File: config.mk
export PLATFORM = sky130hd
export DESIGN_NAME = pipeline_ctrl
export DESIGN_NICKNAME = d
export VERILOG_FILES = /design/src/rtl/pipeline_ctrl.sv
export SDC_FILE = /design/constraint.sdc
export NUM_CORES = 1
export LEC_CHECK = 0
export CAP_MARGIN = 15
export CORE_ASPECT_RATIO = 0.75
export CORE_MARGIN = 2
export CORE_UTILIZATION = 43
export CTS_CLUSTER_SIZE = 24
export DETAILED_ROUTE_END_ITERATION = 12
export PLACE_DENSITY_LB_ADDON = 0.3
export SLEW_MARGIN = 10
export SYNTH_ARGS = -nofsm -noshare
export SYNTH_HDL_FRONTEND = slang
export SYNTH_SLANG_ARGS = --single-unit
File: constraint.sdc
create_clock -name clk -period 2.83 [get_ports clk]
set_clock_uncertainty 0.15 [all_clocks]
set_input_delay 0.4245 -clock clk [delete_from_list [all_inputs] [get_ports clk]]
set_output_delay 0.4245 -clock clk [all_outputs]
set_load 0.01 [all_outputs]
File: src/rtl/pipeline_ctrl.sv
// Stall/flush sequencer: merges load-use, EX redirect and data-memory wait into stage enables/flushes.
// Outputs are combinational from state and inputs (zero latency); a memory access freezes the whole pipe until release.
module pipeline_ctrl #(
  parameter int TIMEOUT = 255,
  parameter int CNT_W   = 32
) (
  input  logic             clk,
  input  logic             rst,
  input  logic             id_ex_mem_read,
  input  logic [4:0]       id_ex_rd,
  input  logic [4:0]       if_id_rs1,
  input  logic [4:0]       if_id_rs2,
  input  logic             ex_branch_taken,
  input  logic             ex_mem_mem_op,
  input  logic             dmem_done,
  output logic             dmem_start,
  output logic             pc_en,
  output logic             if_id_en,
  output logic             id_ex_en,
  output logic             ex_mem_en,
  output logic             if_id_flush,
  output logic             id_ex_flush,
  output logic             mem_wb_flush,
  output logic             mem_err,
  output logic [CNT_W-1:0] stall_cnt,
  output logic [CNT_W-1:0] flush_cnt
);

  localparam int WCW = $clog2(TIMEOUT + 1);

  typedef enum logic {S_IDLE, S_WAIT} state_t;

  state_t         r_state, w_state_nxt;
  logic [WCW-1:0] r_wait_cnt, w_wait_cnt_nxt;
  logic           w_freeze, w_timeout, w_load_use, w_redirect;

  assign w_load_use = id_ex_mem_read && (id_ex_rd != 5'd0) &&
                      ((id_ex_rd == if_id_rs1) || (id_ex_rd == if_id_rs2));

  always_comb begin
    w_state_nxt    = r_state;
    w_wait_cnt_nxt = r_wait_cnt;
    w_freeze       = 1'b0;
    w_timeout      = 1'b0;
    w_redirect     = 1'b0;
    dmem_start     = 1'b0;
    pc_en          = 1'b1;
    if_id_en       = 1'b1;
    id_ex_en       = 1'b1;
    ex_mem_en      = 1'b1;
    if_id_flush    = 1'b0;
    id_ex_flush    = 1'b0;
    mem_wb_flush   = 1'b0;

    case (r_state)
      S_IDLE: begin
        if (ex_mem_mem_op) begin
          dmem_start     = 1'b1;
          w_freeze       = 1'b1;
          w_state_nxt    = S_WAIT;
          w_wait_cnt_nxt = '0;
        end
      end
      S_WAIT: begin
        if (dmem_done) begin
          w_state_nxt = S_IDLE;
        end else if (r_wait_cnt == WCW'(TIMEOUT)) begin
          // completion wins over timeout when both land in the same cycle
          w_state_nxt = S_IDLE;
          w_timeout   = 1'b1;
        end else begin
          w_freeze       = 1'b1;
          w_wait_cnt_nxt = r_wait_cnt + WCW'(1);
        end
      end
      default: w_state_nxt = S_IDLE;
    endcase

    if (rst) begin
      dmem_start   = 1'b0;
      pc_en        = 1'b0;
      if_id_en     = 1'b0;
      id_ex_en     = 1'b0;
      ex_mem_en    = 1'b0;
      if_id_flush  = 1'b1;
      id_ex_flush  = 1'b1;
      mem_wb_flush = 1'b1;
    end else if (w_freeze) begin
      pc_en        = 1'b0;
      if_id_en     = 1'b0;
      id_ex_en     = 1'b0;
      ex_mem_en    = 1'b0;
      mem_wb_flush = 1'b1;
    end else if (ex_branch_taken) begin
      if_id_flush = 1'b1;
      id_ex_flush = 1'b1;
      w_redirect  = 1'b1;
    end else if (w_load_use) begin
      pc_en       = 1'b0;
      if_id_en    = 1'b0;
      id_ex_flush = 1'b1;
    end
  end

  always_ff @(posedge clk) begin
    if (rst) begin
      r_state    <= S_IDLE;
      r_wait_cnt <= '0;
      stall_cnt  <= '0;
      flush_cnt  <= '0;
      mem_err    <= 1'b0;
    end else begin
      r_state    <= w_state_nxt;
      r_wait_cnt <= w_wait_cnt_nxt;
      if (!pc_en)     stall_cnt <= stall_cnt + CNT_W'(1);
      if (w_redirect) flush_cnt <= flush_cnt + CNT_W'(1);
      if (w_timeout)  mem_err   <= 1'b1;
    end
  end

endmodule

==> impl_metrics.tcl <==
set metrics [dict create \
    status "complete, no violations" \
    cts_tree "done" \
    pwr-share-seq_pct 49.0 \
    cts_buffers 9 \
    netlist_instances 433 \
    antenna_found_initial 0 \
    cp.arrival_ns 2.16 \
    met1Wirelength_um 4110 \
    gp_congestion 0.807 \
    fin_total_pwr_mw 2.17 \
    r2r_slack_ns 0.34 \
    syn_nets 457 \
    design_area_mm2 0.00493 \
    layout_common_cells "clkdlybuf4s50_1, dfxtp_1, nor2_1" \
    drcViolationCount 0 \
    grt_usage_pct 19.8 \
    endpoint "pc_en" \
    vias_per_cell 5.37 \
    vias 3418 \
    drtIter0Drc 185 \
    core_mm2 0.00802 \
    fin_setup_tns_ns 0 \
    grt_first_pass_wirelength_um 14800 \
    overflow 0 \
    ys_top_cells_by_area "dfxtp_1, xor2_1, nor2_1" \
    synth_ff_type "dfxtp_1" \
    clock.fmax_mhz 366 \
    intPower_mw 1.68 \
    leakagePower_nw 1.70 \
    drive_gt1_share_pct 8.85 \
    yosys_register_bits 74 \
    n_fill_cell 726 \
    synth_top_cell_area_share_pct 40.9 \
    async_reset_ff_share_pct 0 \
    dieWidth_um 110 \
    avgRoutedWirePerCell_um 13.9 \
    cp-end-kind "primary output" \
    grt_max_degree 72 \
    rows 28 \
    maxCapViolations 0 \
    dpl_cell_area_mm2 0.00467 \
    diodes 0 \
    worst_pin_slew_ns 0.720 \
    port_buffers 93 \
    dieArea_mm2 0.00919 \
    hold_violations 0 \
    synth_edf_count 0 \
    cts_buffer_depth 2 \
    setup_viol 0 \
    clock_latency_ns 0.33 \
    met3WireLength_um 537 \
    yosysTopAreaCell "dfxtp_1" \
    yosysSeqAreaShare_pct 40.9 \
    syn-cell-area_mm2 0.00363 \
    worstReg2RegStart "r_wait_cnt[0]$_SDFFE_PP0P_" \
    die_h_um 83.5 \
    drtPass1Iterations 4 \
    route.met2.wl_um 4140 \
    r2r_end "flush_cnt[28]$_SDFFE_PP0P_" \
    routed_wirelength_um 8830 \
    root_buffer "clkbuf_8" \
    top_level_ports 94 \
    fin_nets 551 \
    worstPathMaxFanout 3 \
    fin_crit_ns 2.73 \
    multi_input_area_mm2 0.00203 \
    cts.reportedPaths.clkPinSlew_ns 0.08 \
    swShare_pct 22.4 \
    antenna_left 0 \
    clock_sinks 74 \
    fin_crit_sh_pct 96.6 \
    initial_core_util_pct 45.2 \
    p_sw_mw 0.485 \
    area_delta_synth_final_pct 36.0 \
    report.final.slew_viol_count 0 \
    slew-limit-headroom_pct 52.0 \
    regArea_mm2 0.00148 \
    clockPowerShare_pct 42.4 \
    final_common_cell "clkdlybuf4s50_1" \
    cp-start-kind "input port" \
    hpwl_um 6310 \
    ys.warnings.count 0 \
    required_ns 2.26 \
    htreeDepth 3 \
    rr_worst_depth 9 \
    synth.avg_cell_area_um2 8.37 \
    comb_power_share_pct 8.6 \
    power_density_mw_per_mm2 439 \
    critPathLaunch "id_ex_rd[0]" \
    ir_drop_v 0.000260 \
    yosysUniqueCellTypes 46 \
    hold_class "input port to flop" \
    grt_pass1_vias 3206 \
    top_layer "met4" \
    crit_type "input port to primary output" \
]
worst min path at each step:
stage                          startpoint                          to  slack (ns)  cells past startpoint
2_1_floorplan  r_wait_cnt[7]$_SDFFE_PP0P_  r_wait_cnt[7]$_SDFFE_PP0P_        0.29                      1
3_3_place_gp         mem_err$_SDFFE_PP0P_        mem_err$_SDFFE_PP0P_        0.31                      2
3_5_place_dp   r_wait_cnt[7]$_SDFFE_PP0P_  r_wait_cnt[7]$_SDFFE_PP0P_        0.32                      1
4_1_cts                               rst   flush_cnt[1]$_SDFFE_PP0P_        0.29                      3
5_1_grt                               rst   flush_cnt[1]$_SDFFE_PP0P_        0.30                      3
6_report                              rst   flush_cnt[1]$_SDFFE_PP0P_        0.30                      3
flip-flops by register name, indices dropped and copies added (netlist names):
signal,count
r_wait_cnt,8
r_state,1
flush_cnt,32
stall_cnt,32
mem_err,1
layer usage:
| layer | vias to the layer above | track usage, % |
|---|---|---|
| li1 | 1735 | - |
| met1 | 1602 | 25.5 |
| met2 | 77 | 32.5 |
| met3 | 4 | 6.64 |
| met4 | 0 | 3.57 |
| met5 | - | 0 |
critical path, stage by stage:
cell and delay [ns]:
clkdlybuf4s50_1 0.50, xor2_1 0.21, nor3_1 0.24, a22oi_2 0.11, o31a_4 0.37, dlygate4sd2_1 0.31
area by class of cell:
| class | count | area share [%] |
|---|---|---|
| timing repair buffer | 107 | 21.2 |
| tap | 105 | 2.66 |
| inverter | 3 | 0.228 |
| clock buffer | 11 | 3.07 |
| sequential | 74 | 30.1 |
| multi-input combinational | 332 | 41.2 |
| clock inverter | 4 | 1.52 |
synth_stat cells, drive strengths merged (13+ instances only):
cell / count
o21ai: 23
nand3: 30
nor2: 55
or3: 13
or4: 17
and3: 13
clkbuf: 13
xor2: 39
nand4: 17
a21oi: 29
o31ai: 15
nand2: 34
dfxtp: 74
through the flow:
| step | util [%] | worst slack, ns | std cells | hold WS, ns |
|---|---|---|---|---|
| global placement | 58.2 | -0.101 | 620 | 0.305 |
| floorplan | - | 0.244 | 433 | 0.288 |
| detailed placement | 58.2 | -0.114 | 620 | 0.317 |
| global route | 61.5 | -0.00653 | 636 | 0.304 |
| CTS | 61.2 | 0.000278 | 636 | 0.291 |
| finish | 61.5 | 0.0955 | 636 | 0.299 |
cell families (layout without fill, tap and decap cells):
family                     count (synthesis)  count (layout)  share of synthesized area, %
and+or+nand+nor                          209             209                          30.8
buffers and inverters                     27             125                          3.83
adders and majority gates                  3               3                          1.04
AOI/OAI and AO/OA                         73              73                          12.0
DFF                                       74              74                          40.9
muxes                                      3               3                         0.863
xor gates and xnor gates                  44              44                          10.6
power by group through the flow:
stage / Combinational [mW] / Sequential, mW / Clock (mW)
floorplan: 0.0952 / 1.09 / 0
global placement: 0.182 / 1.08 / 0
detailed placement: 0.185 / 1.09 / 0
CTS: 0.187 / 1.06 / 0.944
global route: 0.205 / 1.06 / 0.986
finish: 0.187 / 1.06 / 0.917
what timing repair did:
item / in CTS / in global routing
cloned: 0 / 0
pin swaps: 1 / 0
buffers inserted: 1 / 0
resized for setup: 8 / 6
endpoints found under the setup margin: 6 / 4
hold buffers: 0 / 0
Note: power is estimated with default switching activity, not from simulation.
